===== config.mk =====
export PLATFORM = sky130hd
export DESIGN_NAME = c_fetch
export DESIGN_NICKNAME = d
export VERILOG_FILES = /design/src/rtl/c_fetch.sv
export SDC_FILE = /design/constraint.sdc
export NUM_CORES = 1
export LEC_CHECK = 0
export ABC_CLOCK_PERIOD_IN_PS = 5170
export BUFFER_PORTS_ARGS = -buffer_cell sky130_fd_sc_hd__buf_2
export CAP_MARGIN = 0
export CORE_MARGIN = 2
export CORE_UTILIZATION = 53
export DETAILED_ROUTE_END_ITERATION = 6
export PLACE_DENSITY = 0.93
export SLEW_MARGIN = 20
export SYNTH_ARGS = -nofsm -noshare
export SYNTH_HDL_FRONTEND = slang
export SYNTH_SLANG_ARGS = --single-unit

===== constraint.sdc =====
create_clock -name clk -period 5.17 [get_ports clk]
set_input_delay 1.2925 -clock clk [delete_from_list [all_inputs] [get_ports clk]]
set_output_delay 1.2925 -clock clk [all_outputs]
set_load 0.05 [all_outputs]

===== src/rtl/c_fetch.sv =====
// c_fetch: instruction-fetch front stage for the compressed-extension frontend.
//
// Owns the halfword-aligned fetch PC, issues word-aligned requests to
// instruction memory over a req/gnt/rvalid handshake and holds one fetched
// word plus its PC for the compressed realign/decode stage (c_top).
//
// Ports:
//   clk, reset_i          core clock, synchronous active-high reset
//   br_taken_i/target_i   branch/jump redirect (target bit 0 forced to 0)
//   ext_stall_i           downstream hazard; held word is not consumed
//   pc_half_i, stall_i,
//   pc_realigned_i        next-PC hints from c_top
//   imem_*                instruction memory req/gnt/rvalid handshake
//   pc_o, instr_o,
//   valid_o               held word, its PC, and whether it is live
module c_fetch #(
  parameter logic [31:0] RESET_PC  = 32'h0000_0000,
  parameter logic [31:0] NOP_INSTR = 32'h0000_0013
) (
  input  logic        clk,
  input  logic        reset_i,
  input  logic        br_taken_i,
  input  logic [31:0] br_target_i,
  input  logic        ext_stall_i,
  input  logic        pc_half_i,
  input  logic        stall_i,
  input  logic [31:0] pc_realigned_i,
  output logic        imem_req_o,
  output logic [31:0] imem_addr_o,
  input  logic        imem_gnt_i,
  input  logic        imem_rvalid_i,
  input  logic [31:0] imem_rdata_i,
  output logic [31:0] pc_o,
  output logic [31:0] instr_o,
  output logic        valid_o
);

  localparam logic [1:0] StIdle    = 2'd0;
  localparam logic [1:0] StReq     = 2'd1;
  localparam logic [1:0] StWait    = 2'd2;
  localparam logic [1:0] StDeliver = 2'd3;

  localparam logic [31:0] ResetPcAligned = RESET_PC & 32'hFFFF_FFFE;

  logic [1:0]  state_q, state_d;
  logic [31:0] fetch_addr_q, fetch_addr_d;
  logic [31:0] pc_q, pc_d;
  logic [31:0] instr_q, instr_d;
  logic        valid_q, valid_d;
  logic        kill_q, kill_d;

  logic [31:0] target;
  logic [31:0] next_pc;
  logic        consume;

  assign target  = br_target_i & 32'hFFFF_FFFE;
  assign next_pc = stall_i ? (pc_realigned_i & 32'hFFFF_FFFE)
                           : pc_q + (pc_half_i ? 32'd2 : 32'd4);

  // The held word is consumed only when no redirect and no downstream hazard.
  assign consume = (state_q == StDeliver) && !br_taken_i && !ext_stall_i;

  // On consumption the next request goes out in the same cycle, so the address
  // comes straight from next_pc rather than waiting for fetch_addr_q to update.
  assign imem_req_o  = (state_q == StReq) || consume;
  assign imem_addr_o = (consume ? next_pc : fetch_addr_q) & 32'hFFFF_FFFC;

  assign pc_o    = pc_q;
  assign instr_o = instr_q;
  assign valid_o = valid_q;

  always_comb begin
    state_d      = state_q;
    fetch_addr_d = fetch_addr_q;
    pc_d         = pc_q;
    instr_d      = instr_q;
    valid_d      = valid_q;
    kill_d       = kill_q;

    case (state_q)
      StIdle: begin
        state_d = StReq;
        if (br_taken_i) fetch_addr_d = target;
      end

      StReq: begin
        if (br_taken_i) fetch_addr_d = target;
        if (imem_gnt_i) begin
          state_d = StWait;
          // Old address was granted together with a redirect: drop its response.
          kill_d  = br_taken_i;
        end
      end

      StWait: begin
        if (br_taken_i) begin
          fetch_addr_d = target;
          kill_d       = 1'b1;
        end
        if (imem_rvalid_i) begin
          // A redirect arriving with the response also makes the data stale.
          if (kill_q || br_taken_i) begin
            kill_d  = 1'b0;
            state_d = StReq;
          end else begin
            instr_d = imem_rdata_i;
            pc_d    = fetch_addr_q;
            valid_d = 1'b1;
            state_d = StDeliver;
          end
        end
      end

      StDeliver: begin
        if (br_taken_i) begin
          fetch_addr_d = target;
          valid_d      = 1'b0;
          instr_d      = NOP_INSTR;
          state_d      = StReq;
        end else if (!ext_stall_i) begin
          fetch_addr_d = next_pc;
          valid_d      = 1'b0;
          instr_d      = NOP_INSTR;
          state_d      = imem_gnt_i ? StWait : StReq;
        end
      end

      default: state_d = StIdle;
    endcase
  end

  always_ff @(posedge clk) begin
    if (reset_i) begin
      state_q      <= StIdle;
      fetch_addr_q <= ResetPcAligned;
      pc_q         <= ResetPcAligned;
      instr_q      <= NOP_INSTR;
      valid_q      <= 1'b0;
      kill_q       <= 1'b0;
    end else begin
      state_q      <= state_d;
      fetch_addr_q <= fetch_addr_d;
      pc_q         <= pc_d;
      instr_q      <= instr_d;
      valid_q      <= valid_d;
      kill_q       <= kill_d;
    end
  end

endmodule


==> summary.md <==
| Metric | Value |
|---|---|
| Fmax | approximately 0.21 GHz |
| Adder-Cell Fraction of Synth Area | 0.878% |
| Post-DP Area | 6240 µm² |
| R2R Path End | fetch_addr_q[31] |
| Maxcap violations | 0 |
| CP Buf/Inv Count | 4 |
| Outcome | finished clean |
| Leak pwr | 2.76 nW |
| Area growth syn-to-layout | 25.3% |
| Post-Synth XOR/XNOR Area | 4.44% |
| Worst Skew | 0.0245 ns |
| Crit path capture type | output pin |
| Sequential share of the synthesized area | 39.0% |
| Pre-CTS WS | 0.312 ns |
| Share of the synthesized area in the top cell type | 39.0% |
| Via count | 5,656 |
| CP Class | input port to output pin |
| Vias in the first global route | 5,350 |
| Post-synthesis cell area | between 5000 and 6000 µm² |
| Largest net degree at the start of global routing | 66 |
| Skew-Pair Late Insertion Delay | ~0.37 ns |
| Crit path max-delay family | buffers and inverters |
| Clock Tree Root | clkbuf_8 |
| Routed wire length per instance | 16.0 µm |
| R2R cell count | 10 |
| Layout cells sized above 1 | just under 30% |
| Die height | slightly above 100 µm |
| Post-Synth Simple-Gate Area | 25.9% |
| Die W | 102 µm |
| Setup crit start | pc_half_i |
| Ys flop type | dfxtp_1 |
| Mux cell area share after synthesis | 2.56% |
| Worst setup SP type | input port |
| Gpl congestion | 0.847 |
| Top cells by area, synth | dfxtp_1 (39%), nand2_1 (10%), a21oi_1 (8.5%) |
| Synth Area in Compound Gates | 22.2% |
| Core box area | 9330 µm² |
| WP data required | 3.88 ns |
| Worst hold stages | 2 |
| H-tree levels | 3 |
| Tot GR Track Use | 29.8% |
| CTS Sinks | 100 |
| Final setup margin | 0.314 ns |
| Final Routed Wirelength | 15,800 µm |
| Yosys Warn Count | 0 |
| Total gr overflow | 0 |
| Residual DRC | 0 |
| Yosys reg bits | 100 |
| Max Fanout on Critical Path | 8 |
| CTS tree | done |
| Yosys top cell by area | dfxtp_1 |
| Nets | 961 |
| Asr flop ratio synth | 0% |
| Hold path endpoint | pc_o[0] |
| Reg2reg setup slack | 2.65 ns |
| Port bufs | 197 |
| Cell repeated most along the worst path | buf_2 |
| Post-cts hold buffer count | 0 |
| Slew @ Worst Pin | 0.934 ns |
| Slowest stage cell on the critical path | fa_1 |
| Critical R2R Launch | pc_o[1] |
| Final hold vios | 0 |
| Row cnt | 35 |
| Pwr Density | 248 nW/µm² |
| DRT antenna net count | 0 |
| Iteration-0 DRC Markers | between 300 and 400 |
| Final critical-path share of the clock period | roughly 94% |
| First-pass GRT wire length | 24,500 µm |
| CP arrival | 3.56 ns |
| Reg clk slew, reported paths | 0.09 ns |
| Mapped Avg Cell Area | 7.55 µm² |
| Worst path max stage delay | 0.44 ns |
| Largest family of logic cells by synthesized area | simple AND/OR/NAND/NOR gates |
| Cell variety after synth | 60 |
| Post-synth EDFFs | 0 |
| CTS max path bufs | 2 |
| # IOs | 202 |
| Antenna Cells | 0 |
| Post-CTS Setup Repair Bufs | 0 |
| Die ar. | 10,500 µm² |
| Post-CTS sizing | 0 |
| Final Max Slew Viols | 0 |
| Worst Hold Launch | fetch_addr_q[0] |
| Clock buffer count from CTS | 9 |
| Final setup fails | 0 |
| Finished Cell Area | 6430 µm² |
| First-pass DRT Iterations | 5 |
| Max-slew headroom | 37.8% |
| Synth Instances | 680 |
| Critical path cell sequence | buf_2 -> ha_1 -> inv_1 -> fa_1 -> nand4b_1 -> nor3_2 -> buf_4 -> nand4_1 -> xor2_1 -> a221oi_2 -> buf_2 |
| Via/cell ratio | 5.72 |
| Initial Util | 55.0% |
| Final min period | 4.86 ns |
| Setup TNS | 0 ns |
| VDD IR max | 0.000214 V |
| Initial antenna violation count | 0 |
| DPL Wire Length | 11,100 µm |
| RSZ-0062 raised after global routing | false |
| Worst min path class | flop to flop |
## cell type report
type | instances | area [µm²]
inverter | 11 | 41.3
tap | 129 | 161
multi-input combinational | 518 | 2920
sequential | 100 | 2000
clock inverter | 5 | 40.0
fill | 774 | 2900
timing repair buffer | 214 | 1110
clock buffer | 11 | 151
## layout by cell type (no fill, tap or decap), types with 4 or more instances in the layout
master	count
mux2i_1	12
inv_1	10
o21ai_0	28
xnor2_1	15
a211oi_1	10
buf_4	17
a22oi_1	5
o221ai_1	5
xor2_1	11
a221oi_1	5
nand2_1	143
nand4_1	8
a2bb2oi_1	4
nand3_1	40
a32o_1	4
o21ai_1	5
and2_1	5
a221oi_2	4
nor2b_1	10
o211ai_1	6
nor2_1	46
a21oi_1	87
dfxtp_1	100
inv_6	4
clkbuf_8	11
buf_2	197
nand2b_1	4
nor3_1	9
## cell families (layout without fill, tap and decap cells)
logic type / count (synthesis) / count (layout)
xor+xnor: 26 / 26
simple gates: 289 / 289
buf+inv: 63 / 241
fa+ha+maj: 3 / 3
other cells: 1 / 2
mux: 13 / 13
flops: 100 / 100
compound gates: 185 / 185
## sequential cells by signal, summed over array words and instances, names as in the netlist
| signal | flops |
|---|---|
| kill_q | 1 |
| fetch_addr_q | 32 |
| state_q | 2 |
| instr_o | 32 |
| pc_o | 32 |
| valid_o | 1 |
## layer usage
layer	vias to the layer above	global-route usage, %	routed length [µm]
met5	-	0	0
met4	0	11.4	416
met3	43	8.41	1700
met2	305	52.7	7580
met1	2584	34.0	6110
li1	2724	-	-
## power breakdown
| group | leakage [nW] | switching (mW) | internal, mW |
|---|---|---|---|
| Clock | 0.101 | 0.284 | 0.208 |
| Combinational | 1.85 | 0.198 | 0.0927 |
| Sequential | 0.814 | 0.0209 | 0.794 |
| Total | 2.76 | 0.502 | 1.10 |
## synth_stat cells (all sizes together), types with 10 or more instances
cell type  instances
nor2b             10
nor3              10
nand3             43
nand2            143
clkbuf            37
a21oi             87
xor2              11
buf               15
dfxtp            100
inv               10
o21ai             34
nor2              49
mux2i             12
xnor2             15
a211oi            10
## how the worst max path moves through the flow
stage | endpoint | cells past startpoint
after global placement | imem_addr_o[31] | 11
after global routing | imem_addr_o[15] | 11
after floorplan | imem_addr_o[26] | 8
final | imem_addr_o[31] | 11
after CTS | imem_addr_o[15] | 11
after detailed placement | imem_addr_o[15] | 11
## worst register-to-register path, stage by stage (launching register included)
cell      delay (ns)
dfxtp_1         0.37
ha_1            0.19
inv_1           0.07
fa_1            0.44
nand4b_1        0.25
nor3_2          0.15
buf_4           0.20
nand4_1         0.13
xor2_1          0.28
nand2_1         0.09
a32o_1          0.26
## through the flow
stage | utilization, % | power (mW) | hold slack (ns) | std cells
after global routing | 68.9 | 1.66 | 0.489 | 988
after global placement | 66.9 | 1.12 | 0.443 | 972
after detailed placement | 66.9 | 1.12 | 0.449 | 972
after CTS | 68.9 | 1.61 | 0.462 | 988
final | 68.9 | 1.60 | 0.458 | 988
after floorplan | - | 1.03 | 0.432 | 681
No activity file was read; power rests on OpenSTA's default activity.
